`config.mk`:
```
export PLATFORM = sky130hd
export DESIGN_NAME = pixel_stream_packer
export DESIGN_NICKNAME = d
export VERILOG_FILES = /design/src/rtl/pixel_fmt_pkg.sv /design/src/rtl/pixel_fmt_convert.sv /design/src/rtl/pixel_stream_packer.sv
export SDC_FILE = /design/constraint.sdc
export NUM_CORES = 1
export LEC_CHECK = 0
export CORE_UTILIZATION = 25
export CTS_BUF_LIST = sky130_fd_sc_hd__clkbuf_16
export CTS_CLUSTER_DIAMETER = 100
export DETAILED_ROUTE_END_ITERATION = 10
export GPL_TIMING_DRIVEN = 0
export PLACE_DENSITY = 0.4
export SLEW_MARGIN = 10
export SYNTH_ARGS = -nofsm -noshare
export SYNTH_HDL_FRONTEND = slang
export SYNTH_SLANG_ARGS = --single-unit
```
`constraint.sdc`:
```
create_clock -name clk -period 5.3 [get_ports clk]
set_clock_uncertainty 0.2 [all_clocks]
set_input_delay 0.53 -clock clk [delete_from_list [all_inputs] [get_ports clk]]
set_output_delay 0.53 -clock clk [all_outputs]
set_load 0.05 [all_outputs]
```
`src/rtl/pixel_fmt_pkg.sv`:
```
// -----------------------------------------------------------------------------
// pixel_fmt_pkg
// Shared definitions for the pixel stream packer:
//   - source format codes carried on the 2-bit fmt port
//   - packer FSM state encoding (ST_PAD exists only when ROW_PAD_SKIP_EN is defined)
//   - bytes-per-pixel lookup, RGB888 -> RGB565 reduction, BMP row pad calculation
// No ports (package).
// -----------------------------------------------------------------------------
package pixel_fmt_pkg;

    typedef enum logic [1:0] {
        FMT_RGB888 = 2'd0,
        FMT_BGR888 = 2'd1,
        FMT_RGB565 = 2'd2,
        FMT_GRAY8  = 2'd3
    } pix_fmt_e;

    typedef enum logic [1:0] {
        ST_IDLE    = 2'd0,
        ST_COLLECT = 2'd1
`ifdef ROW_PAD_SKIP_EN
        ,
        ST_PAD     = 2'd2
`endif
    } pack_state_e;

    localparam int PIX_W = 16;
    localparam int CNT_W = 12;

    // Source bytes that make up one pixel for each format.
    function automatic logic [1:0] fmt_bpp(input pix_fmt_e f);
        logic [1:0] bpp;
        case (f)
            FMT_RGB888: bpp = 2'd3;
            FMT_BGR888: bpp = 2'd3;
            FMT_RGB565: bpp = 2'd2;
            FMT_GRAY8:  bpp = 2'd1;
            default:    bpp = 2'd1;
        endcase
        return bpp;
    endfunction

    // Truncating reduction of 8-bit channels to 5/6/5.
    function automatic logic [15:0] rgb888_to_rgb565(input logic [7:0] r,
                                                     input logic [7:0] g,
                                                     input logic [7:0] b);
        return {r[7:3], g[7:2], b[7:3]};
    endfunction

    // Pad bytes needed to round a source row up to a multiple of 4 bytes.
    function automatic logic [1:0] row_pad_bytes(input int unsigned line_pixels,
                                                 input logic [1:0]  bpp);
        int unsigned rem;
        rem = (line_pixels * {30'd0, bpp}) % 32'd4;
        return 2'((32'd4 - rem) % 32'd4);
    endfunction

endpackage

```
`src/rtl/pixel_fmt_convert.sv`:
```
// -----------------------------------------------------------------------------
// pixel_fmt_convert
// Combinational assembly of one RGB565 pixel from the bytes of a source pixel.
// The final byte of the pixel is taken straight from the input bus so the
// output register can be loaded in the same cycle that byte is accepted.
// Ports:
//   fmt        in  latched source format
//   byte0      in  first captured byte of the pixel
//   byte1      in  second captured byte of the pixel
//   last_byte  in  byte completing the pixel (bpp-th byte)
//   pixel      out RGB565 result
// -----------------------------------------------------------------------------
module pixel_fmt_convert
    import pixel_fmt_pkg::*;
(
    input  pix_fmt_e    fmt,
    input  logic [7:0]  byte0,
    input  logic [7:0]  byte1,
    input  logic [7:0]  last_byte,
    output logic [15:0] pixel
);

    // Select channel order per format and reduce to 5/6/5.
    always_comb begin
        pixel = 16'd0;
        case (fmt)
            FMT_RGB888: pixel = rgb888_to_rgb565(byte0, byte1, last_byte);
            FMT_BGR888: pixel = rgb888_to_rgb565(last_byte, byte1, byte0);
            FMT_RGB565: pixel = {last_byte, byte0};   // little-endian: lo then hi
            FMT_GRAY8:  pixel = rgb888_to_rgb565(last_byte, last_byte, last_byte);
            default:    pixel = 16'd0;
        endcase
    end

endmodule

```
`src/rtl/pixel_stream_packer.sv`:
```
// -----------------------------------------------------------------------------
// pixel_stream_packer
// Packs a byte stream from the SD reader into RGB565 pixels for the
// framebuffer writer, with line/frame counting and valid/ready flow control.
// Optional feature macro: ROW_PAD_SKIP_EN -- consume BMP row padding bytes
// after each source line without producing output.
// Ports:
//   clk, reset_n   clock, asynchronous active-low reset
//   start          pulse: latch fmt, clear counters, drop partial/held pixel
//   fmt            0=RGB888 1=BGR888 2=RGB565 LE 3=GRAY8
//   in_data/in_valid/in_ready        source byte stream
//   pixel_data/pixel_valid/pixel_ready  RGB565 output stream
//   pixel_last     last pixel of a line
//   frame_done     one-cycle pulse after the final pixel of the frame
//   busy           high from start until frame_done
// -----------------------------------------------------------------------------
module pixel_stream_packer
    import pixel_fmt_pkg::*;
#(
    parameter int LINE_PIXELS = 320,
    parameter int FRAME_LINES = 240,
    parameter int OUT_W       = 16      // must be 16
) (
    input  logic             clk,
    input  logic             reset_n,
    input  logic             start,
    input  logic [1:0]       fmt,
    input  logic [7:0]       in_data,
    input  logic             in_valid,
    output logic             in_ready,
    output logic [OUT_W-1:0] pixel_data,
    output logic             pixel_valid,
    input  logic             pixel_ready,
    output logic             pixel_last,
    output logic             frame_done,
    output logic             busy
);

    localparam logic [CNT_W-1:0] X_LAST = CNT_W'(LINE_PIXELS - 1);
    localparam logic [CNT_W-1:0] Y_LAST = CNT_W'(FRAME_LINES - 1);

    pack_state_e      state_r, state_nxt_s;
    pix_fmt_e         fmt_r, fmt_nxt_s;
    logic [1:0]       byte_idx_r, byte_idx_nxt_s;
    logic [7:0]       byte0_r, byte0_nxt_s;
    logic [7:0]       byte1_r, byte1_nxt_s;
    logic [OUT_W-1:0] pixel_data_r, pixel_data_nxt_s;
    logic             pixel_valid_r, pixel_valid_nxt_s;
    logic             pixel_last_r, pixel_last_nxt_s;
    logic             frame_done_r, frame_done_nxt_s;
    logic             busy_r, busy_nxt_s;
    // Output side counts accepted pixels, input side counts assembled pixels.
    logic [CNT_W-1:0] x_cnt_r, x_cnt_nxt_s;
    logic [CNT_W-1:0] y_cnt_r, y_cnt_nxt_s;
    logic [CNT_W-1:0] in_x_r, in_x_nxt_s;
    logic [CNT_W-1:0] in_y_r, in_y_nxt_s;
    logic             in_done_r, in_done_nxt_s;     // every pixel of the frame assembled
    logic             out_done_r, out_done_nxt_s;   // final pixel of the frame accepted
`ifdef ROW_PAD_SKIP_EN
    logic [1:0]       pad_len_r, pad_len_nxt_s;
    logic [1:0]       pad_cnt_r, pad_cnt_nxt_s;
`endif

    logic [1:0]  bpp_s;
    logic [15:0] conv_s;
    logic        in_ready_s;
    logic        byte_acc_s;
    logic        pix_acc_s;

    pixel_fmt_convert u_convert (
        .fmt       (fmt_r),
        .byte0     (byte0_r),
        .byte1     (byte1_r),
        .last_byte (in_data),
        .pixel     (conv_s)
    );

    assign bpp_s = fmt_bpp(fmt_r);

    // Byte acceptance: one output register, so a byte may only enter when the
    // register is empty or being drained this cycle. start wins over any
    // handshake, so ready is withheld in the start cycle. Pad bytes never
    // touch the output register and are taken regardless of back-pressure.
    always_comb begin
`ifdef ROW_PAD_SKIP_EN
        if (state_r == ST_PAD) begin
            in_ready_s = busy_r && !start;
        end else begin
            in_ready_s = busy_r && !start && !in_done_r && (!pixel_valid_r || pixel_ready);
        end
`else
        in_ready_s = busy_r && !start && !in_done_r && (!pixel_valid_r || pixel_ready);
`endif
    end

    assign byte_acc_s = in_valid && in_ready_s;
    assign pix_acc_s  = pixel_valid_r && pixel_ready;

    // Next-state, counters and output-register loading.
    always_comb begin
        state_nxt_s       = state_r;
        fmt_nxt_s         = fmt_r;
        byte_idx_nxt_s    = byte_idx_r;
        byte0_nxt_s       = byte0_r;
        byte1_nxt_s       = byte1_r;
        pixel_data_nxt_s  = pixel_data_r;
        pixel_valid_nxt_s = pixel_valid_r;
        frame_done_nxt_s  = 1'b0;
        busy_nxt_s        = busy_r;
        x_cnt_nxt_s       = x_cnt_r;
        y_cnt_nxt_s       = y_cnt_r;
        in_x_nxt_s        = in_x_r;
        in_y_nxt_s        = in_y_r;
        in_done_nxt_s     = in_done_r;
        out_done_nxt_s    = out_done_r;
`ifdef ROW_PAD_SKIP_EN
        pad_len_nxt_s     = pad_len_r;
        pad_cnt_nxt_s     = pad_cnt_r;
`endif

        if (start) begin
            state_nxt_s       = ST_COLLECT;
            fmt_nxt_s         = pix_fmt_e'(fmt);
            byte_idx_nxt_s    = 2'd0;
            pixel_valid_nxt_s = 1'b0;
            busy_nxt_s        = 1'b1;
            x_cnt_nxt_s       = '0;
            y_cnt_nxt_s       = '0;
            in_x_nxt_s        = '0;
            in_y_nxt_s        = '0;
            in_done_nxt_s     = 1'b0;
            out_done_nxt_s    = 1'b0;
`ifdef ROW_PAD_SKIP_EN
            pad_len_nxt_s     = row_pad_bytes(LINE_PIXELS, fmt_bpp(pix_fmt_e'(fmt)));
            pad_cnt_nxt_s     = 2'd0;
`endif
        end else begin
            case (state_r)
                ST_IDLE: begin
                    state_nxt_s = ST_IDLE;
                end
                default: begin
                    // Downstream handshake first so a same-cycle reload keeps valid high.
                    if (pix_acc_s) begin
                        pixel_valid_nxt_s = 1'b0;
                        if (x_cnt_r == X_LAST) begin
                            x_cnt_nxt_s = '0;
                            if (y_cnt_r == Y_LAST) begin
                                out_done_nxt_s = 1'b1;
                            end else begin
                                y_cnt_nxt_s = y_cnt_r + CNT_W'(1);
                            end
                        end else begin
                            x_cnt_nxt_s = x_cnt_r + CNT_W'(1);
                        end
                    end else begin
                        pixel_valid_nxt_s = pixel_valid_r;
                    end

                    if ((state_r == ST_COLLECT) && byte_acc_s) begin
                        if (byte_idx_r == (bpp_s - 2'd1)) begin
                            pixel_data_nxt_s  = conv_s;
                            pixel_valid_nxt_s = 1'b1;
                            byte_idx_nxt_s    = 2'd0;
                            if (in_x_r == X_LAST) begin
                                in_x_nxt_s = '0;
                                if (in_y_r == Y_LAST) begin
                                    in_done_nxt_s = 1'b1;
                                end else begin
                                    in_y_nxt_s = in_y_r + CNT_W'(1);
                                end
`ifdef ROW_PAD_SKIP_EN
                                if (pad_len_r != 2'd0) begin
                                    state_nxt_s   = ST_PAD;
                                    pad_cnt_nxt_s = 2'd0;
                                end else begin
                                    state_nxt_s   = ST_COLLECT;
                                end
`endif
                            end else begin
                                in_x_nxt_s = in_x_r + CNT_W'(1);
                            end
                        end else begin
                            if (byte_idx_r == 2'd0) begin
                                byte0_nxt_s = in_data;
                            end else begin
                                byte1_nxt_s = in_data;
                            end
                            byte_idx_nxt_s = byte_idx_r + 2'd1;
                        end
                    end else begin
                        byte_idx_nxt_s = byte_idx_r;
                    end

`ifdef ROW_PAD_SKIP_EN
                    if ((state_r == ST_PAD) && byte_acc_s) begin
                        if (pad_cnt_r == (pad_len_r - 2'd1)) begin
                            state_nxt_s = ST_COLLECT;
                        end else begin
                            pad_cnt_nxt_s = pad_cnt_r + 2'd1;
                        end
                    end else begin
                        pad_cnt_nxt_s = pad_cnt_nxt_s;
                    end
`endif

                    // Frame completes once the last pixel is taken and no
                    // trailing pad bytes remain.
                    if (out_done_nxt_s && (state_nxt_s == ST_COLLECT)) begin
                        frame_done_nxt_s = 1'b1;
                        busy_nxt_s       = 1'b0;
                        state_nxt_s      = ST_IDLE;
                    end else begin
                        frame_done_nxt_s = 1'b0;
                    end
                end
            endcase
        end

        pixel_last_nxt_s = pixel_valid_nxt_s && (x_cnt_nxt_s == X_LAST);
    end

    // State and datapath registers.
    always_ff @(posedge clk or negedge reset_n) begin
        if (!reset_n) begin
            state_r       <= ST_IDLE;
            fmt_r         <= FMT_RGB888;
            byte_idx_r    <= 2'd0;
            byte0_r       <= 8'd0;
            byte1_r       <= 8'd0;
            pixel_data_r  <= '0;
            pixel_valid_r <= 1'b0;
            pixel_last_r  <= 1'b0;
            frame_done_r  <= 1'b0;
            busy_r        <= 1'b0;
            x_cnt_r       <= '0;
            y_cnt_r       <= '0;
            in_x_r        <= '0;
            in_y_r        <= '0;
            in_done_r     <= 1'b0;
            out_done_r    <= 1'b0;
`ifdef ROW_PAD_SKIP_EN
            pad_len_r     <= 2'd0;
            pad_cnt_r     <= 2'd0;
`endif
        end else begin
            state_r       <= state_nxt_s;
            fmt_r         <= fmt_nxt_s;
            byte_idx_r    <= byte_idx_nxt_s;
            byte0_r       <= byte0_nxt_s;
            byte1_r       <= byte1_nxt_s;
            pixel_data_r  <= pixel_data_nxt_s;
            pixel_valid_r <= pixel_valid_nxt_s;
            pixel_last_r  <= pixel_last_nxt_s;
            frame_done_r  <= frame_done_nxt_s;
            busy_r        <= busy_nxt_s;
            x_cnt_r       <= x_cnt_nxt_s;
            y_cnt_r       <= y_cnt_nxt_s;
            in_x_r        <= in_x_nxt_s;
            in_y_r        <= in_y_nxt_s;
            in_done_r     <= in_done_nxt_s;
            out_done_r    <= out_done_nxt_s;
`ifdef ROW_PAD_SKIP_EN
            pad_len_r     <= pad_len_nxt_s;
            pad_cnt_r     <= pad_cnt_nxt_s;
`endif
        end
    end

    assign in_ready    = in_ready_s;
    assign pixel_data  = pixel_data_r;
    assign pixel_valid = pixel_valid_r;
    assign pixel_last  = pixel_last_r;
    assign frame_done  = frame_done_r;
    assign busy        = busy_r;

endmodule
```
# ---- After elaboration in Yosys (flattened, before gate mapping)
# Cells that the tools add are included.
dict set report classes {
  add_sub_neg 6
  n_mul 0
  div 0
  n_lt_le_gt_ge 0
  n_eq_ne 13
  n_shift 0
  muxes 53
  bitwise 4
  n_reduce_logical 33
}
# cell count
set ops {}
lappend ops {{12-bit 2-to-1 mux} 20}
lappend ops {{16-bit one-hot mux with 4 select lines} 1}
lappend ops {{12-bit by 1-bit adder with 12-bit output, second input constant} 4}
lappend ops {{12-bit by 9-bit == test with 1-bit output, second input constant} 3}
lappend ops {{12-bit by 8-bit == test with 1-bit output, second input constant} 2}
lappend ops {{1-bit 2-to-1 mux} 24}
lappend ops {{5-bit AND reduction} 4}
lappend ops {{2-bit 2-to-1 mux} 7}
lappend ops {{2-bit nonzero test} 7}
lappend ops {{1-bit logical AND} 8}
lappend ops {{4-bit AND reduction} 2}
lappend ops {{2-bit zero test} 3}
lappend ops {{2-bit != test, second input constant} 3}
lappend ops {{2-bit one-hot mux with 3 select lines} 1}
lappend ops {{2-bit by 1-bit == test with 1-bit output, second input constant} 2}
lappend ops {{2-bit == test, second input constant} 2}
lappend ops {{1-bit inverter} 4}
lappend ops {{2-bit AND reduction} 2}
lappend ops {{1-bit zero test} 3}
lappend ops {{3-bit AND reduction} 1}
lappend ops {{3-bit nonzero test} 1}
lappend ops {{2-bit by 1-bit adder with 2-bit output, second input constant} 1}
lappend ops {{2-bit == test} 1}
lappend ops {{2-bit OR reduction} 1}
lappend ops {{other kinds (2)} 2}
dict set report totals {
  register_bits 92
  latch_bits 0
  ramBits 0
  rom_bits 0
  inputBits 15
  out_inout_bits 21
  elab_cells 125
  memories 0
}

# ---- Depth between registers and ports, before layout
dict set report logic_depth {
  depth_word 10
  ltp_mapped 9
  ltp_nobuf 7
}

# ---- Modules after synthesis
# From an unflattened synthesis, not the netlist that was laid out.
dict set report unflattened {
  cells_unflattened 444
  area_unflattened_um2 4785.8
}
# module n_inst cells_each area_per_inst_um2 seq_area_each_um2
set modules_own_cells {}
lappend modules_own_cells {pixel_stream_packer 1 401 4420.5 2277.2}
lappend modules_own_cells {pixel_fmt_convert 1 43 365.4 0.0}

# ---- Worst setup path before layout
# Ideal clock, no wire load.
dict set report synth_timing {
  path_type {register -> register}
  startpoint {register pixel_valid_r, in the netlist pixel_valid}
  endpoint {register in_x_r[9]}
  setup_time_ns 0.125
  arrival_time_ns 2.040
  t_required_ns 4.975
  setup_slack_ns 2.936
  stages_incl_launch_ff 8
  n_path_buf 2
  synth_period_minus_slack_ns 2.364
  path_cell_list {dfrtp_1 -> buf_2 -> nand2b_1 -> and4b_2 -> clkbuf_8 -> a21oi_1 -> nand4b_1 -> mux2_2}
}
dict set report synth_between {
  elab_chain_len 7
}
# item line_no
set synth_lines {}
lappend synth_lines {{from (decl)} pixel_stream_packer.sv:48} ;# logic pixel_valid_r, pixel_valid_nxt_s;
lappend synth_lines {{from (signal assigned)} pixel_stream_packer.sv:253} ;# pixel_valid_r <= pixel_valid_nxt_s;
lappend synth_lines {{1-bit zero test} pixel_stream_packer.sv:92} ;# in_ready_s = busy_r && !start && !in_done_r && (!pixel_valid_r || pixel_ready);
lappend synth_lines {{1-bit logical OR} pixel_stream_packer.sv:92}
lappend synth_lines {{1-bit logical AND} pixel_stream_packer.sv:92}
lappend synth_lines {{1-bit logical AND} pixel_stream_packer.sv:96} ;# assign byte_acc_s = in_valid && in_ready_s;
lappend synth_lines {{1-bit logical AND} pixel_stream_packer.sv:160} ;# if ((state_r == ST_COLLECT) && byte_acc_s) begin
lappend synth_lines {{2-bit nonzero test (no source line)} --}
lappend synth_lines {{3-bit AND reduction (no source line)} --}
lappend synth_lines {{to (signal assigned)} pixel_stream_packer.sv:259} ;# in_x_r <= in_x_nxt_s;
lappend synth_lines {{to (decl)} pixel_stream_packer.sv:55} ;# logic [CNT_W-1:0] in_x_r, in_x_nxt_s;
# Every way passes these cells.
# A chain may end at the register's enable or synchronous reset.

# ---- Worst setup path after layout
dict set report layout_timing {
  startpoint {input start}
  endpoint {output in_ready}
}
dict set report layout_between {
  elab_chain_len 4
}
# item line_no
set layout_lines {}
lappend layout_lines {{from (decl)} pixel_stream_packer.sv:26} ;# input logic start,
lappend layout_lines {{1-bit zero test} pixel_stream_packer.sv:92}
lappend layout_lines {{1-bit logical AND (3 in a row)} pixel_stream_packer.sv:92}
lappend layout_lines {{to (decl)} pixel_stream_packer.sv:30} ;# output logic in_ready,
# Every way passes these cells.

==> results.md <==
* Total congestion overflow at 0
* Vias in the first global route at 3777
* WL final at 11.9 mm
* Reg2Reg Setup Slack at 2700 ps
* Worst Reg-to-Reg Cells at 7
* Placed cell count at 754
* Layout Nets at 552
* Layout cells sized above 1 at 12.1%
* Storage cell area at 0.00223 mm2
* Worst setup startpoint: start
* Top cell type by total area after synthesis: dfrtp_1
* Initial core utilization at 25.5%
* Top cell type's share of synthesized area at 46.7%
* Worst-path clk slew at 60 ps
* Avg Inst Size Synth at 9.83 um2
* Worst EP arrival at 2630 ps
* Crit share post-route at 63.5%
* Post-Layout Cell Count at 771
* Net Count, Synth at 505
* Rows at 50
* Highest ir drop seen on vdd at 151 uV
* Largest delay share family, worst path: buffers and inverters
* Register area share after synthesis at 46.7%
* Reg-to-Reg Start: x_cnt_r[0]$_DFF_PN0_
* Die Wd at 140 um
* Worst slew margin at 51.5%
* Multi-input gate area at 0.00235 mm2
* Pwr/cell area at 360 mW/mm2
* RD Place Congestion at 0.798
* H-tree depth at 3
* CP Capture Type: primary output
* RR Endpoint: pixel_last$_DFF_PN0_
* Global-route wire length before repair at 20.2 mm
* FF+latch count, synth at 89
* Post-CTS Setup Inserts at 0
* DR vias at 3768
* Stages on worst setup path at 5
* Final min period at 3360 ps
* Worst min path class: reg2reg
* Synth top area cells: dfrtp_1 (47%), mux2_2 (5.4%), nand2_1 (4.7%), o21ai_0 (4.2%), nor2_1 (4.1%)
* Core Box Area at 0.0187 mm2
* Largest net degree at the start of global routing at 60
* Filler cell count at 1937
* Gr usage total at 13.1%
* Netlist Area Pre-Place at 0.00477 mm2
* # setup viols final at 0
* Leakage power at 2.38 nW
* Iter 0 DRT Violations at 181
* Final hold violation count at 0
* Hold path cells at 2
* FFs w/ async S/R, synth at 100%
* Total Power at 2.05 mW
* Clock buffer depth at 2
* Outcome: complete, no violations
* Data required, critical path at 4570 ps
* WHS at 278 ps
* CP Buf/Inv Count at 4
* Port bufs at 34
* # IOs at 36
* Drt drc at 0
* EDFF count, synth at 0
* Slew at the pin closest to its max-slew limit at 727 ps
* Die height at 140 um
* Via-to-Cell Ratio at 4.89
* CP Cell Sequence: clkdlybuf4s50_1 > clkbuf_8 > clkbuf_8 > and3b_1 > clkdlybuf4s50_1
* Slew Viols, Final at 0
* Clk_lat worst skew at 340 ps
* CTS sink count at 89
* RSZ-0062 raised after global routing: false
* Max incr delay on CP at 810 ps
* Gate Count Post-Synth at 485
* ANT nets after route at 0
* Final Util at 30.5%
* Setup CP Type: in2out
* Pre-antenna DRT Iters at 5
* Yosys warnings at 0
* Die footprint at 0.0196 mm2
* Yosys cell types at 59
* Area delta synth->final at 19.5%
* Number of buffers created by CTS at 9
* Setup crit start kind: input pin
* WL per Instance at 15.4 um
* Post-detail-place hpwl at 8.27 mm
* Max Cap Viol at 0
* F_max at 297 MHz
* Initial antenna violation count at 0
* CP Capture Point: in_ready
* Ys flop type: dfrtp_1
* Crit path max fanout at 10
* Clock root cell: clkbuf_16
* Slowest-stage cell, CP: clkdlybuf4s50_1
* CTS tree: done
* # diodes at 0
==> cell usage after synthesis, types with 2 or more instances <==
cell type,n
or2_2,3
nand4_1,13
and3_1,12
nor4_1,5
xnor2_1,7
mux2i_1,19
mux2_2,23
nor3_1,8
nor4b_1,2
clkbuf_8,4
inv_1,11
clkbuf_1,8
or4_1,2
o21ai_0,40
nand3_1,16
buf_6,2
a21oi_1,9
nand2b_1,5
ha_1,5
nand3b_1,5
nor2_1,52
xor2_1,21
buf_2,5
a311oi_1,2
and2_1,3
nor2b_1,3
and4_1,6
nand4b_1,4
o41ai_1,2
nor3b_1,2
nand2_1,60
or3_1,4
a21o_1,3
dfrtp_1,89
a31oi_1,4
o22ai_1,3
==> cell type report <==
class / instances / share of cell area, %
buffer: 21 / 2.55
clock buffer: 9 / 3.95
clock inverter: 7 / 0.659
inverter: 11 / 0.724
multi-input combinational: 364 / 41.3
sequential: 89 / 39.1
tap: 234 / 5.14
timing repair buffer: 36 / 6.59
==> where the power goes <==
part,switching [mW],internal (mW)
Clock,0.271,0.312
Combinational,0.377,0.229
Sequential,0.0675,0.797
Total,0.715,1.34
==> cell usage in the layout (no fill, tap or decap), types with 5 or more instances in the layout <==
| master | n |
|---|---|
| nor4_1 | 5 |
| clkbuf_1 | 8 |
| and4_1 | 6 |
| buf_2 | 5 |
| xnor2_1 | 7 |
| nand3b_1 | 5 |
| inv_1 | 11 |
| nor2_1 | 52 |
| nor3_1 | 8 |
| nand4_1 | 13 |
| mux2_2 | 23 |
| xor2_1 | 21 |
| mux2i_1 | 19 |
| and3_1 | 12 |
| nand2_1 | 60 |
| clkdlybuf4s50_1 | 33 |
| clkbuf_16 | 9 |
| a21oi_1 | 9 |
| nand2b_1 | 5 |
| dfrtp_1 | 89 |
| ha_1 | 5 |
| nand3_1 | 16 |
| o21ai_0 | 40 |
==> metrics by stage <==
step / setup TNS, ps / instance area (um2) / setup WS (ps)
after floorplan: 0 / 4770 / 2940
after global placement: -10630 / 5400 / -131
after detailed placement: 0 / 5430 / 1860
after CTS: 0 / 5700 / 1850
after global routing: 0 / 5700 / 1810
final: 0 / 5700 / 1940
==> worst min-delay path by stage <==
stage / startpoint / endpoint / slack, ps
after floorplan: reset_n / busy$_DFFE_PN0P_ / 30
after global placement: out_done_r$_DFFE_PN0N_ / out_done_r$_DFFE_PN0N_ / 260
after detailed placement: out_done_r$_DFFE_PN0N_ / out_done_r$_DFFE_PN0N_ / 270
after CTS: out_done_r$_DFFE_PN0N_ / out_done_r$_DFFE_PN0N_ / 280
after global routing: pixel_data[4]$_DFFE_PN0P_ / pixel_data[4]$_DFFE_PN0P_ / 310
final: pixel_data[1]$_DFFE_PN0P_ / pixel_data[1]$_DFFE_PN0P_ / 280
==> logic make-up after synthesis <==
family | synth area share, %
AO/OA/AOI/OAI | 9.39
buffers and inverters | 3.91
XOR/XNOR | 5.14
flip-flops | 46.7
adder cells (fa/ha/maj) | 1.31
multiplexers | 9.42
AND/OR/NAND/NOR | 24.1
==> tightest hold or removal path, cell delays in order (launching register included) <==
cell,delay (ps)
dfrtp_1,340
nand2_1,40
o21ai_0,60
==> registers in the layout, summed over array words and instances, names as in the netlist, 2 cells and up <==
signal      cells
fmt_r           2
byte0_r         8
pixel_data     16
in_x_r         12
y_cnt_r        12
in_y_r         12
x_cnt_r        12
byte_idx_r      2
byte1_r         6
==> per-layer routing <==
metal	track usage (%)	wire, um	vias up	share of wire, %
li1	-	-	1822	-
met2	20.6	5400	76	45
met3	3.52	489	8	4.1
met4	3.12	100	0	0.84
met1	17.8	5910	1862	50
met5	0	0	-	0
==> what timing repair did <==
item | CTS | global route
hold endpoints to repair | 30 | 0
resized for setup | 0 | 0
hold buffers | 1 | 0
(Power assumes the default switching activity.)
